$ cat src/rtl/dcache_data_write_sink_if.sv
// Arbitrated data-array write request channel (ready/valid) into the write sink.
interface dcache_data_write_sink_if;
    logic        valid;
    logic        ready;
    logic [3:0]  way_en;
    logic [11:0] addr;
    logic        wmask;
    logic [63:0] data;
    logic        chosen;

    modport master (
        output valid, way_en, addr, wmask, data, chosen,
        input  ready
    );

    modport slave (
        input  valid, way_en, addr, wmask, data, chosen,
        output ready
    );
endinterface

$ cat src/rtl/dcache_data_write_sink.sv
// 2-entry write buffer between the data-array write arbiter and the per-way SRAM write port.
// Optional per-byte even parity on the SRAM data is enabled by defining DATA_WRITE_PARITY_EN.
module dcache_data_write_sink (
    input  logic                         clock,
    input  logic                         reset,
    dcache_data_write_sink_if.slave      io_in,
    input  logic                         io_sram_stall,
    output logic [3:0]                   io_sram_en,
    output logic [8:0]                   io_sram_row,
    output logic [63:0]                  io_sram_data,
    output logic [7:0]                   io_sram_parity,
    output logic                         io_ack_0,
    output logic                         io_ack_1,
    output logic                         io_busy
);

    logic [3:0]  way_q    [2];
    logic [8:0]  row_q    [2];
    logic        wmask_q  [2];
    logic [63:0] data_q   [2];
    logic        chosen_q [2];

    logic [1:0]  count_q,     count_d;
    logic        enq_ptr_q,   enq_ptr_d;
    logic        deq_ptr_q,   deq_ptr_d;
    logic        ack_valid_q, ack_valid_d;
    logic        ack_id_q,    ack_id_d;

    logic        enq_s;
    logic        issue_s;
    logic        unused_addr_s;

    // Byte offset bits never reach the SRAM; only the row is kept.
    assign unused_addr_s = ^io_in.addr[2:0];

    assign io_in.ready = (count_q != 2'd2);
    assign enq_s       = io_in.valid & io_in.ready;
    assign issue_s     = (count_q != 2'd0) & ~io_sram_stall;

    assign io_sram_row  = row_q[deq_ptr_q];
    assign io_sram_data = data_q[deq_ptr_q];
    assign io_sram_en   = issue_s ? (way_q[deq_ptr_q] & {4{wmask_q[deq_ptr_q]}}) : 4'b0000;
    assign io_ack_0     = ack_valid_q & ~ack_id_q;
    assign io_ack_1     = ack_valid_q & ack_id_q;
    assign io_busy      = (count_q != 2'd0);

`ifdef DATA_WRITE_PARITY_EN
    function automatic logic [7:0] byte_even_parity(input logic [63:0] d);
        logic [7:0] p;
        p = 8'h00;
        for (int i = 0; i < 8; i++) begin
            p[i] = ^d[8*i +: 8];
        end
        return p;
    endfunction

    assign io_sram_parity = byte_even_parity(io_sram_data);
`else
    assign io_sram_parity = 8'h00;
`endif

    // Next-state for occupancy, pointers and the completion pulse.
    always_comb begin
        count_d     = count_q;
        enq_ptr_d   = enq_ptr_q;
        deq_ptr_d   = deq_ptr_q;
        ack_valid_d = issue_s;
        ack_id_d    = ack_id_q;
        if (enq_s && !issue_s) begin
            count_d = count_q + 2'd1;
        end else if (!enq_s && issue_s) begin
            count_d = count_q - 2'd1;
        end else begin
            count_d = count_q;
        end
        if (enq_s) begin
            enq_ptr_d = ~enq_ptr_q;
        end else begin
            enq_ptr_d = enq_ptr_q;
        end
        if (issue_s) begin
            deq_ptr_d = ~deq_ptr_q;
            ack_id_d  = chosen_q[deq_ptr_q];
        end else begin
            deq_ptr_d = deq_ptr_q;
            ack_id_d  = ack_id_q;
        end
    end

    // Control state; reset drops buffered writes and any pending ack.
    always_ff @(posedge clock) begin
        if (reset) begin
            count_q     <= 2'd0;
            enq_ptr_q   <= 1'b0;
            deq_ptr_q   <= 1'b0;
            ack_valid_q <= 1'b0;
            ack_id_q    <= 1'b0;
        end else begin
            count_q     <= count_d;
            enq_ptr_q   <= enq_ptr_d;
            deq_ptr_q   <= deq_ptr_d;
            ack_valid_q <= ack_valid_d;
            ack_id_q    <= ack_id_d;
        end
    end

    // Entry payload storage, written at the enqueue pointer.
    always_ff @(posedge clock) begin
        if (enq_s) begin
            way_q[enq_ptr_q]    <= io_in.way_en;
            row_q[enq_ptr_q]    <= io_in.addr[11:3];
            wmask_q[enq_ptr_q]  <= io_in.wmask;
            data_q[enq_ptr_q]   <= io_in.data;
            chosen_q[enq_ptr_q] <= io_in.chosen;
        end
    end

endmodule

$ cat src/flat_wrapper.sv
// flat-port wrapper written by rule: the top's interface ports become plain ports
module dcache_data_write_sink_flat 
  (clock, reset, io_sram_stall, io_sram_en, io_sram_row, io_sram_data, io_sram_parity, io_ack_0, io_ack_1, io_busy, io_in_valid, io_in_way_en, io_in_addr, io_in_wmask, io_in_data, io_in_chosen, io_in_ready);
  dcache_data_write_sink_if io_in_i ();
  input  logic clock;
  input  logic reset;
  input  logic io_sram_stall;
  output logic [3:0] io_sram_en;
  output logic [8:0] io_sram_row;
  output logic [63:0] io_sram_data;
  output logic [7:0] io_sram_parity;
  output logic io_ack_0;
  output logic io_ack_1;
  output logic io_busy;
  input wire logic [$bits(io_in_i.valid)-1:0] io_in_valid;
  input wire logic [$bits(io_in_i.way_en)-1:0] io_in_way_en;
  input wire logic [$bits(io_in_i.addr)-1:0] io_in_addr;
  input wire logic [$bits(io_in_i.wmask)-1:0] io_in_wmask;
  input wire logic [$bits(io_in_i.data)-1:0] io_in_data;
  input wire logic [$bits(io_in_i.chosen)-1:0] io_in_chosen;
  output wire logic [$bits(io_in_i.ready)-1:0] io_in_ready;
  assign io_in_i.valid = io_in_valid;
  assign io_in_i.way_en = io_in_way_en;
  assign io_in_i.addr = io_in_addr;
  assign io_in_i.wmask = io_in_wmask;
  assign io_in_i.data = io_in_data;
  assign io_in_i.chosen = io_in_chosen;
  assign io_in_ready = io_in_i.ready;
  dcache_data_write_sink u_core (.clock(clock), .reset(reset), .io_in(io_in_i), .io_sram_stall(io_sram_stall), .io_sram_en(io_sram_en), .io_sram_row(io_sram_row), .io_sram_data(io_sram_data), .io_sram_parity(io_sram_parity), .io_ack_0(io_ack_0), .io_ack_1(io_ack_1), .io_busy(io_busy));
endmodule
$ cat config.mk
export PLATFORM = sky130hd
export DESIGN_NAME = dcache_data_write_sink_flat
export DESIGN_NICKNAME = d
export VERILOG_FILES = /design/src/rtl/dcache_data_write_sink_if.sv /design/src/rtl/dcache_data_write_sink.sv /design/src/flat_wrapper.sv
export SDC_FILE = /design/constraint.sdc
export NUM_CORES = 1
export LEC_CHECK = 0
export ABC_AREA = 1
export BUFFER_PORTS_ARGS = -buffer_cell sky130_fd_sc_hd__buf_4
export CAP_MARGIN = 10
export CORE_MARGIN = 1
export CORE_UTILIZATION = 56
export DETAILED_ROUTE_END_ITERATION = 8
export PLACE_DENSITY = 0.85
export SYNTH_ARGS = -nofsm -noshare
export SYNTH_HDL_FRONTEND = slang
export SYNTH_SLANG_ARGS = --single-unit
$ cat constraint.sdc
create_clock -name clock -period 7.8 [get_ports clock]
set_input_delay 1.17 -clock clock [delete_from_list [all_inputs] [get_ports clock]]
set_output_delay 1.17 -clock clock [all_outputs]
set_load 0.05 [all_outputs]
==> results by stage, run 1 <==
Final layout:
- The total inserted antenna cells is 0.
- The area overhead of the layout relative to synthesis is 30.5%.
- The fraction of final layout cells sized beyond drive strength 1 is 0.311.
- The multi-input combinational cells in the finished layout cover a total of 1080 um^2.
- The final core utilization is 0.765.
- In the final design database the tool counted about 730 nets.
- In the layout the commonest cells are 240 x sky130_fd_sc_hd__nand2_1, 166 x sky130_fd_sc_hd__buf_4, 158 x sky130_fd_sc_hd__edfxtp_1.
- The library cell used most frequently in the layout, excluding fill and tap cells, is sky130_fd_sc_hd__nand2_1.
- Counting the fill cells in the layout gives 638.
- Across the whole layout, storage elements account for around 4900 um^2.

STA:
- For the final routed database, the setup TNS stands at 0 ns.
- The setup clock skew after layout is 0.00873 ns.
- The final number of hold-violating endpoints is 0.
- The number of pins with negative max-slew slack in the final report is 0.
- The final critical delay including setup and external delays is 3.37 ns.
- Setup repair after global routing left no endpoint under its margin.
- The max-slew headroom at the worst pin is 0.269.
- The worst-margin pin slew is 1.09 ns.
- The total setup violations reported at the end of the flow is 0.
- Dividing the final minimum period by the clock period gives 0.432.
- The maximum achievable frequency is 297 MHz.

Die:
- The floorplan has 37 rows.
- The die span in y is 107 um.
- The area enclosed by the die boundary is 11400 um^2.
- In this run the standard cell core region covers 10500 um^2.
- The effective utilization at floorplan is 0.586.
- In this run the count of I/O pins placed on the die edge is 175.
- Measured along the x axis, the die boundary spans 107 um.

Routing:
- The routed design has 12000 um of wire.
- In this run the remaining antenna-violating nets after routing total 0.
- The pre-antenna-repair detailed-routing pass consisted of 5 iterations.
- The number of vias per cell after detailed routing is ~5.0.
- In this run, the number of DRC markers left after iteration 0 of detailed routing was 234.
- Dividing the detail-routed wire length by the instance count gives 15.3 um.
- The post-detailed-route DRC marker count is 0.
- For this block, the via count after detailed routing is 3931.

Worst setup path:
- The cell count along the critical path is 6.
- The critical path class is reg2out.
- The maximum cell stage delay along the critical path is 0.64 ns.
- Across all register-to-register paths, the minimum setup slack is 5.22 ns.
- The largest driver fanout on the critical path is just under 80.
- The worst setup path is captured at a primary output.
- The critical path goes through buf_4 > nand2_1 > nand2_1 > nand2_2 > a21oi_1 > buf_4.
- The cell family contributing the most delay on the critical path is buffers and inverters.
- The worst reg2reg path depth is 5.
- STA puts the critical path data required time at 6.63 ns.
- The startpoint class of the critical path is a flip-flop.
- The endpoint of the most critical setup path is io_sram_en[0].
- In this run the critical register-to-register path is captured at u_core.data_q[1][45].
- The worst path arrival time is 2.20 ns.
- The number of buffers and inverters on the critical path is 2.
- The slowest cell on the critical path is sky130_fd_sc_hd__buf_4.
- The startpoint of the lowest-slack register-to-register path is u_core.count_q[0].

Clocking:
- TritonCTS built the clock tree.
- After clock tree synthesis, the flow added hold-fix buffers numbering 0.
- The worst-skew pair later-pin latency is 0.52 ns.
- The number of gates resized after CTS is 0.
- For this design, the sink count on the clock tree is 165.
- The clock tree root driver cell is sky130_fd_sc_hd__clkbuf_8.
- Clock-pin slew was measured on the worst setup and hold paths at 0.06 ns.
- The CTS buffer count is 17.
- The number of H-tree levels is 4.
- No sink is reached through more buffers than the 2 on the longest clock path.
- The number of buffers inserted by post-CTS setup repair is 0.

Pwr:
- The areal power density over the cells is 389 nW/um^2.
- The largest vdd supply drop is 0.256 mV.
- The share of total power dissipated in the clock network is 0.273.
- For this design the static power due to leakage is 3.44 nW.
- The switching power is 1.18 mW.
- Cell internal power was estimated by the tool at 1.95 mW.
- Of the total power, registers draw 0.370.
- The combinational power share is 0.356.
- The switching power share of the total is 0.377.

Logic synthesis:
- The synthesized cell area is about 6200 um^2.
- In the synthesized netlist the dominant register cell turns out to be sky130_fd_sc_hd__edfxtp_1.
- The number of enable-type register cells in the synthesized netlist is 158.
- A synthesized cell averages about 13 um^2.
- The fraction of synthesis flops using an asynchronous set or reset pin is 0.
- The share of the Yosys chip area taken by registers is 0.793.
- In the post-synthesis netlist, the biggest area contributors are sky130_fd_sc_hd__edfxtp_1 77%, sky130_fd_sc_hd__nand2_1 15%, sky130_fd_sc_hd__dfxtp_1 2.3%, sky130_fd_sc_hd__buf_4 1.5%, sky130_fd_sc_hd__buf_6 0.91%.
- Yosys printed 0 warnings.
- The biggest area contributor in the post-synthesis netlist is sky130_fd_sc_hd__edfxtp_1.
- The count of distinct cell types in the synthesized netlist is 17.
- The share of synthesized area in the top cell type comes to 0.770.
- After synthesis the netlist holds a flip-flop and latch count of around 170.
- Counting every instance in the synthesized netlist gives between 400 and 500.

Flow run:
- The max capacitance violation total is 0.

Global route:
- For this run, global-route usage on met3 was measured as 0.0869.
- Summed over all layers, the global routing overflow is 0.
- The largest net degree at the start of global routing is 79.
- The all-layer global routing usage is 0.221.
- The first global-routing pass estimated 18600 um of wire.
- For this run, global-route usage on met1 was measured as 0.235.
- met2 is the most crowded layer.
- The initial antenna violation count is 0.
- In the global route stage, met2 resource usage came out at 0.384.
- The via count of the first global-routing pass was around 4000.

Placement:
- In this run the tool buffered the top-level ports with roughly 160 buffer cells.
- The detailed placement HPWL is between 7000 and 8000 um.
- The weighted congestion at the end of routability-driven global placement is 0.740.

Worst hold path:
- The min-delay analysis places its worst path in the category reg2reg.

Run status:
- The flow ran to the end, and the final reports show no timing, DRC or antenna violations.
-- registers in the layout, indices dropped and copies added, names as in the netlist, named ones only --
register / count
u_core.enq_ptr_q: 1
u_core.row_q: 18
u_core.ack_id_q: 1
u_core.way_q: 8
u_core.wmask_q: 2
u_core.count_q: 2
u_core.deq_ptr_q: 1
u_core.chosen_q: 2
u_core.data_q: 128
u_core.ack_valid_q: 1
-- power by group through the flow --
stage               sequential, mW  combinational, mW  clock (mW)
global placement              1.17               1.10           0
CTS                           1.16               1.13       0.860
finish                        1.16               1.11       0.854
global route                  1.17               1.18       0.890
detailed placement            1.17               1.12           0
floorplan                     1.18              0.794           0
-- worst reg2reg max path: stages, from the launching register on --
cell	delay, ns
sky130_fd_sc_hd__dfxtp_1	0.36
sky130_fd_sc_hd__inv_2	0.07
sky130_fd_sc_hd__nand2_1	0.09
sky130_fd_sc_hd__nand2_1	0.18
sky130_fd_sc_hd__nor2_4	0.87
sky130_fd_sc_hd__buf_4	0.64
-- metrics by stage --
step / worst slack (ns) / power (mW) / hold slack (ns) / cells / area, um^2
global route: 4.24 / 3.24 / 0.541 / 785 / 8040
CTS: 4.36 / 3.14 / 0.511 / 785 / 8040
global placement: 4.50 / 2.26 / 0.490 / 756 / 7440
floorplan: 2.70 / 1.97 / 0.476 / 479 / 6190
finish: 4.43 / 3.12 / 0.512 / 785 / 8040
detailed placement: 4.47 / 2.29 / 0.503 / 756 / 7440
-- cells in the mapped netlist (2+ instances only) --
library cell,count
sky130_fd_sc_hd__a21oi_1,5
sky130_fd_sc_hd__buf_2,8
sky130_fd_sc_hd__buf_4,12
sky130_fd_sc_hd__buf_6,5
sky130_fd_sc_hd__dfxtp_1,7
sky130_fd_sc_hd__edfxtp_1,158
sky130_fd_sc_hd__inv_1,11
sky130_fd_sc_hd__inv_2,2
sky130_fd_sc_hd__nand2_1,240
sky130_fd_sc_hd__nand2_2,3
sky130_fd_sc_hd__nor2_1,12
sky130_fd_sc_hd__o21ai_0,4
-- how the worst min path moves through the flow --
stage / endpoint / from / depth (start not counted)
4_1_cts: u_core.ack_id_q / u_core.ack_id_q / 2
3_5_place_dp: u_core.ack_id_q / u_core.ack_id_q / 2
6_report: u_core.ack_id_q / u_core.ack_id_q / 2
2_1_floorplan: u_core.enq_ptr_q / u_core.enq_ptr_q / 2
5_1_grt: u_core.count_q[0] / u_core.count_q[0] / 2
3_3_place_gp: u_core.count_q[0] / u_core.count_q[0] / 2
-- area by class of cell --
cell class,instances,share of cell area
well taps,136,0.0212
clock buffers,19,0.0524
clock inverters,10,0.0227
flip-flops and latches,165,0.608
repair buffers,166,0.155
inverters,14,0.00685
multi-input cells,275,0.134
-- metal layers --
metal / routed length (um) / vias up
met2: 6440 / 172
met1: 4440 / 1857
met3: 1030 / 13
met5: 0 / -
met4: 142 / 0
li1: - / 1889
-- cell families after synthesis --
family | count (synthesis) | share of synthesized area
other cells | 1 | 0.000608
flops | 165 | 0.793
simple gates | 257 | 0.158
compound gates | 9 | 0.00731
buf+inv | 39 | 0.0392
fa+ha+maj | 1 | 0.00203
Note: power is estimated with default switching activity, not from simulation.
==> inputs of run 2 (changes only) <==
- CORE_UTILIZATION: 56 -> 52
- PLACE_DENSITY: 0.85 -> 0.8
- clock period: 7.8 -> 3.3 ns (I/O delays scaled with it)
==> run 2 against run 1 <==
  * Register-to-register slack worse by 3.6 ns
  * Total power up 130%
  * Routed wire length down 2.9%
  * Count of clock-buffer cells in the layout up 2
  * Cell count up 1.7%
  * Critical path depth unchanged
  * Combinational power up 140%
  * Hold slack worse by 0.27 ns
  * Sequential share of layout area about the same
  * Sequential cell count unchanged
  * Clock skew down 0.0016 ns
  * First-iteration DRC count up 12%
  * Largest power group unchanged
  * Highest routed layer unchanged
==> results by stage, run 2 (synthesized netlist as in run 1, its figures left out) <==
Final layout:
- The total inserted antenna cells is 0 (unchanged).
- The cell area after layout is 8040 um^2 (about the same).
- The flip-flop count of the largest register after layout is 128 (unchanged).
- The combined area of the multi-input logic cells is 1080 um^2 (unchanged).
- The library cell used most frequently in the layout, excluding fill and tap cells, is sky130_fd_sc_hd__nand2_1.
- The area taken by flip-flops and latches is 4890 um^2 (unchanged).
- The register with the most flip-flops in the final layout is u_core.data_q.
- The area overhead of the layout relative to synthesis is 30.5% (about the same).
- The largest registers in the layout are u_core.data_q: 128 flops, u_core.row_q: 18 flops, u_core.way_q: 8 flops.
- The count of nets after finishing came to 729 (+0.41%).
- The top cell types in the final layout, fill and taps aside, are 240 x sky130_fd_sc_hd__nand2_1, 169 x sky130_fd_sc_hd__buf_4, 158 x sky130_fd_sc_hd__edfxtp_1.
- The final-layout fill cell count is 774 (+21%).
- The fraction of final layout cells sized beyond drive strength 1 is 0.310 (-0.00132).

Worst setup path:
- The endpoint required time on the critical path came to 2.80 ns (-3.83 ns).
- STA classifies the critical path startpoint as a flip-flop.
- The largest driver fanout on the critical path was 78 (unchanged).
- The critical path class is reg2out.
- The worst reg2reg path depth is 5 (unchanged).
- The worst setup path is captured at a primary output.
- The worst path arrival time was 1.98 ns (-0.22 ns).

Clocking:
- TritonCTS built the clock tree.
- The CTS buffer count is 17 (unchanged).
- The hold buffer count at CTS is 0 (unchanged).
- The clock tree root driver cell is sky130_fd_sc_hd__clkbuf_16.
- The number of sinks driven by the clock tree is 165 (unchanged).
- The number of buffers inserted by post-CTS setup repair came to 0 (unchanged).
- The number of gates resized after CTS is 0 (unchanged).
- The number of H-tree levels is 4 (unchanged).
- The maximum buffer depth of the clock tree is 2 (unchanged).
- The clock input transition at the sequential cells of the worst setup and hold paths is 0.06 ns (about the same).
- The worst-skew pair later-pin latency is 0.41 ns (-0.11 ns).

STA:
- The number of pins with negative max-slew slack in the final report came to 0 (unchanged).
- The portion of the clock cycle consumed by the worst path in the final layout is 0.749.
- The total setup violations reported at the end of the flow came to 0 (unchanged).
- The summed negative setup slack over all endpoints is 0 ns (unchanged).
- For the finished layout, the period the worst path requires is 2.47 ns.
- Setup repair after global routing left no endpoint under its margin.
- The final number of hold-violating endpoints came to 0 (unchanged).
- The worst-margin pin slew was 0.803 ns (-0.291 ns).
- The minimum setup slack in the final design is 0.830 ns (-3.60 ns).
- The max-slew headroom at the worst pin is 0.465 (+0.196).
- The setup clock skew after layout is 0.00709 ns (-0.00165 ns).
- Based on the critical path, the design can be clocked at up to 405 MHz.

Global route:
- The remaining global-route overflow was 0 (unchanged).
- The wire length of the first global-routing pass came to 18400 um (-0.93%).
- The largest net degree at the start of global routing came to 79 (unchanged).
- The via count of the first global-routing pass is 3801 (-5.6%).
- The all-layer global routing usage is 0.196 (-0.0245).
- The initial antenna violation count came to 0 (unchanged).

Pwr:
- The internal power consumption was 4.50 mW (+130%).
- The switching power was 2.76 mW (+130%).
- The share of power burned in registers was 0.377 (+0.007).
- The share of total power in the clock network is 0.261 (-0.012).
- The largest vdd supply drop is 0.858 mV (+230%).
- The combinational power share came to 0.362 (+0.006).
- The total leakage power is 3.44 nW (about the same).
- The areal power density over the cells is 902 nW/um^2 (+130%).
- The switching power share of the total was 0.380 (+0.00313).

Routing:
- The number of vias in the routed layout is 3874 (-1.5%).
- The iteration count of the initial detailed-routing pass came to 5 (unchanged).
- The count of nets left with antenna violations after detail routing is 0 (unchanged).
- The average wire per standard cell is 14.6 um (-4.5%).
- The violation count after the first detailed-route iteration is 261 (+12%).
- The number of vias per cell after detailed routing came to 4.85 (-3.1%).
- The wire length after detailed routing is 11700 um (-2.9%).
- The post-detailed-route DRC marker count is 0 (unchanged).

Die:
- The core region area was 11500 um^2 (+9.1%).
- The row count came to 39 (+5.4%).
- The effective utilization at floorplan was 0.537 (-0.0490).
- The die span in y was 111 um (+3.7%).
- The I/O pin count is 175 (unchanged).
- The die extent in x was 111 um (+3.7%).
- The area enclosed by the die boundary is 12300 um^2 (+7.5%).

Placement:
- The detailed placement HPWL was 7600 um (+2.1%).
- The weighted congestion at the end of routability-driven global placement is 0.731 (-1.1%).
- The pre-CTS setup slack was 1.18 ns (-3.28 ns).
- The instance area at placement came to 7470 um^2 (+0.42%).
- The number of I/O port buffers came to 163 (unchanged).

Worst hold path:
- The hold path depth is 2 (unchanged).
- The worst hold-check path type is in2reg.

Run status:
- The run finished with clean final reports.

Flow run:
- The max capacitance violation total is 0 (unchanged).
-- run 2: cell types whose count changed in the layout (fill, tap and decap cells not counted), sizes merged --
cell	delta
bufinv	-2
clkinv	+3
clkbuf	+2
buf	+3
-- run 2: worst max-delay path: stages, from the launching register on --
cell and delay (ns):
sky130_fd_sc_hd__dfxtp_2 0.34, sky130_fd_sc_hd__inv_4 0.55, sky130_fd_sc_hd__nand2_1 0.10, sky130_fd_sc_hd__nand2_1 0.10, sky130_fd_sc_hd__nand2_2 0.08, sky130_fd_sc_hd__a21oi_1 0.16
sky130_fd_sc_hd__buf_4 0.23
-- run 2: metrics by stage --
| step | power [mW] | utilization | hold slack (ns) | std cells |
|---|---|---|---|---|
| floorplan | 4.64 | - | 0.476 | 479 |
| global placement | 5.36 | 0.651 | 0.490 | 766 |
| detailed placement | 5.42 | 0.651 | 0.505 | 766 |
| CTS | 7.32 | 0.701 | 0.227 | 798 |
| global route | 7.55 | 0.701 | 0.235 | 798 |
| finish | 7.25 | 0.701 | 0.244 | 798 |
-- run 2: worst paths after layout --
kind / startpoint / end / slack (ns)
min reg2reg: u_core.count_q[0] / u_core.count_q[0] / 0.51
min: reset / u_core.ack_valid_q / 0.24
max: flip-flop / io_sram_en[1] / 0.83
max reg2reg: u_core.count_q[0] / u_core.data_q[0][54] / 1.62
-- run 2: power groups by stage --
stage	registers (mW)	clock network, mW	logic [mW]
floorplan	2.77	0	1.88
global placement	2.76	0	2.60
detailed placement	2.78	0	2.65
CTS	2.74	1.93	2.66
global route	2.76	2.01	2.78
finish	2.73	1.89	2.63
-- run 2: cell type report --
cell class / count / share of cell area
sequential: 165 / 0.608
timing repair buffer: 169 / 0.158
multi-input combinational: 275 / 0.134
clock buffer: 21 / 0.0548
tap: 143 / 0.0222
clock inverter: 11 / 0.0166
inverter: 14 / 0.00685
-- run 2: per-layer routing --
metal | share of wire | GRT usage
met3 | 0.088 | 0.0875
met5 | 0 | 0
met1 | 0.40 | 0.226
met4 | 0.011 | 0.0569
met2 | 0.51 | 0.330
==> inputs of run 3 (changes only) <==
- clock period: 3.3 -> 2.46 ns (I/O delays scaled with it)
==> run 3 against run 2 <==
  * Combinational power is 37% higher
  * Utilization is 0.84 points higher
  * Clock power is 33% higher
  * Non-clock buffer count is 1 higher
  * Hold slack worse by 0.12 ns
  * Cell area is 1.2% higher
  * Critical path depth stayed put
  * Worst setup slack worse by 0.53 ns
  * Critical path type unchanged
==> results by stage, run 3 (synthesized netlist as in run 1, its figures left out) <==
Run status:
- The flow ran to the end, and the final reports show no timing, DRC or antenna violations.

Clocking:
- The CTS buffer count is 17 (unchanged).
- The number of gates resized after CTS is 0 (unchanged).
- The worst-skew pair later-pin latency is 0.41 ns (about the same).
- The number of buffers inserted by post-CTS setup repair is 0 (unchanged).
- The clock input transition at the sequential cells of the worst setup and hold paths is 0.06 ns (about the same).
- The maximum buffer depth of the clock tree is 2 (unchanged).
- The number of sinks driven by the clock tree is 165 (unchanged).
- The hold buffer count at CTS was 0 (unchanged).
- The TritonCTS clock tree is done.
- The clock tree root driver cell is sky130_fd_sc_hd__clkbuf_16.
- The number of H-tree levels is 4 (unchanged).

Global route:
- The all-layer global routing usage came to 0.201 (+0.00499).
- The largest net degree at the start of global routing is 79 (unchanged).
- The initial antenna violation count came to 0 (unchanged).
- The remaining global-route overflow was 0 (unchanged).
- The wire length of the first global-routing pass is 18900 um (+2.6%).
- The via count of the first global-routing pass came to 3984 (+4.8%).

Final layout:
- The register with the most flip-flops is u_core.data_q.
- The final-layout fill cell count is 788 (+1.8%).
- The leading cell type in the layout, fill and taps excluded is sky130_fd_sc_hd__nand2_1.
- The post-layout instance count excluding filler cells is 799 (+0.13%).
- The area overhead of the layout relative to synthesis is 32.0%.
- The flip-flop count of the largest register after layout was 128 (unchanged).
- The count of nets after finishing is 730 (+0.14%).
- The total inserted antenna cells is 0 (unchanged).
- The largest registers in the layout are u_core.data_q: 128 flops, u_core.row_q: 18 flops, u_core.way_q: 8 flops.
- The cell area after layout is 8140 um^2 (+1.2%).
- In the layout the commonest cells are 239 x sky130_fd_sc_hd__nand2_1, 163 x sky130_fd_sc_hd__buf_4, 158 x sky130_fd_sc_hd__edfxtp_1.
- The fraction of final layout cells sized beyond drive strength 1 is 0.316 (+0.00563).

Worst hold path:
- The startpoint identified for the worst hold timing path is reset.
- The tightest min-delay check is of the in2reg type.
- The hold path depth is 2 (unchanged).
- The worst hold path terminates at u_core.ack_valid_q.

Routing:
- The violation count after the first detailed-route iteration is 207 (-21%).
- The wire length after detailed routing came to 11900 um (+2.0%).
- The number of vias per cell after detailed routing came to 4.93 (+1.6%).
- The count of nets left with antenna violations after detail routing was 0 (unchanged).
- The iteration count of the initial detailed-routing pass is 4 (-1).
- The average wire per standard cell came to 14.9 um (+1.8%).
- The post-detailed-route DRC marker count is 0 (unchanged).
- The number of vias in the routed layout is 3942 (+1.8%).

Flow run:
- The max capacitance violation total came to 0 (unchanged).

STA:
- The total setup violations reported at the end of the flow is 0 (unchanged).
- The worst-margin pin slew came to 0.590 ns (-0.213 ns).
- The smallest hold slack is 0.121 ns (-0.122 ns).
- Setup repair after global routing left no endpoint under its margin.
- The maximum achievable frequency is 463 MHz.
- The max-slew headroom at the worst pin is 0.606 (+0.141).
- The setup clock skew after layout is 0.00698 ns (-0.000106 ns).
- The summed negative setup slack over all endpoints came to 0 ns (unchanged).
- Of the available clock period, the critical path in the final layout requires 0.879.
- The final critical delay including setup and external delays is 2.16 ns.
- The number of pins with negative max-slew slack in the final report is 0 (unchanged).
- The final number of hold-violating endpoints is 0 (unchanged).

Pwr:
- The largest vdd supply drop is 0.672 mV (-22%).
- The areal power density over the cells is 1200 nW/um^2 (+33%).
- The total power of the final layout is 9.79 mW (+35%).
- The total leakage power is 3.48 nW (+1.0%).

Die:
- The I/O pin count was 175 (unchanged).
- The core region area is 11500 um^2 (unchanged).
- The row count is 39 (unchanged).
- The die extent in x is 111 um (unchanged).
- The effective utilization at floorplan came to 0.537 (unchanged).
- The area enclosed by the die boundary is 12300 um^2 (unchanged).
- The die span in y is 111 um (unchanged).

Worst setup path:
- The worst setup path is captured at a primary output.
- The endpoint required time on the critical path is 2.09 ns (-0.71 ns).
- The slowest stage of the critical path belongs to the cell sky130_fd_sc_hd__dfxtp_2.
- The worst path arrival time is 1.79 ns (-0.19 ns).
- The maximum cell stage delay along the critical path was 0.37 ns (-0.18 ns).
- The startpoint of the lowest-slack register-to-register path is u_core.count_q[0].
- The worst setup path is of the reg2out kind.
- The largest driver fanout on the critical path is 78 (unchanged).
- The startpoint class of the critical path is a flip-flop.
- Counting stages on the worst path, the most repeated cell is sky130_fd_sc_hd__nand2_1.
- The worst reg2reg path depth was 5 (unchanged).
- The worst reg-to-reg setup slack is 0.65 ns (-0.97 ns).
- Walking the worst path, the cells encountered are buf_12 > nand2_1 > nand2_1 > nand2_2 > a21oi_1 > buf_4.
- The endpoint of the worst register-to-register path is u_core.data_q[0][18].

Placement:
- The weighted congestion at the end of routability-driven global placement is 0.752 (+2.8%).
- The instance area at placement is 7570 um^2 (+1.4%).
- The total placed cells including tap cells is 767 (+0.13%).
- The detailed placement HPWL was 7670 um (+0.93%).
- The number of I/O port buffers is 163 (unchanged).
==> run 3: cell count changes in the layout (fill, tap and decap cells not counted), sizes merged <==
cell and delta:
clkinvlp -1, clkbuf -1, clkinv +2, inv +1
bufinv -1, buf +1
==> run 3: worst max path at each step <==
stage / from / slack (ns) / cells after the start / endpoint
2_1_floorplan: u_core.count_q[0] / 0.11 / 4 / u_core.chosen_q[0]
3_3_place_gp: flip-flop / 0.71 / 6 / io_sram_en[1]
3_5_place_dp: u_core.count_q[0] / 0.66 / 5 / u_core.data_q[0][30]
4_1_cts: flip-flop / 0.25 / 6 / io_sram_en[1]
5_1_grt: flip-flop / 0.18 / 6 / io_sram_en[1]
6_report: flip-flop / 0.30 / 6 / io_sram_en[1]
==> run 3: power breakdown <==
group	total [mW]	internal, mW	switching [mW]
clock	2.51	1.49	1.01
sequential	3.67	3.55	0.119
combinational	3.61	0.968	2.65
total	9.79	6.01	3.78
==> run 3: final cells by class <==
type,count,area [um^2],area share
sequential,165,4890,0.600
timing repair buffer,170,1360,0.168
multi-input combinational,275,1090,0.133
clock buffer,20,437,0.0537
tap,143,179,0.0220
clock inverter,12,131,0.0161
inverter,14,55.1,0.00677
==> run 3: stage by stage <==
step,util,setup WS [ns]
2_1_floorplan,-,0.107
3_3_place_gp,0.660,0.711
3_5_place_dp,0.660,0.657
4_1_cts,0.710,0.249
5_1_grt,0.710,0.179
6_report,0.710,0.298
==> run 3: layer usage <==
layer,wire (um),track usage,part of all wire
met3,991,0.0815,0.083
met4,152,0.0729,0.013
met1,4590,0.223,0.38
met5,0,0,0
met2,6190,0.347,0.52
==> run 3: worst max-delay path, delay by kind of cell, from the launching register on <==
kind | cells | cell delay [ns]
buffers and inverters | 2 | 0.55
DFF | 1 | 0.37
and+or+nand+nor | 3 | 0.27
AOI/OAI and AO/OA | 1 | 0.18
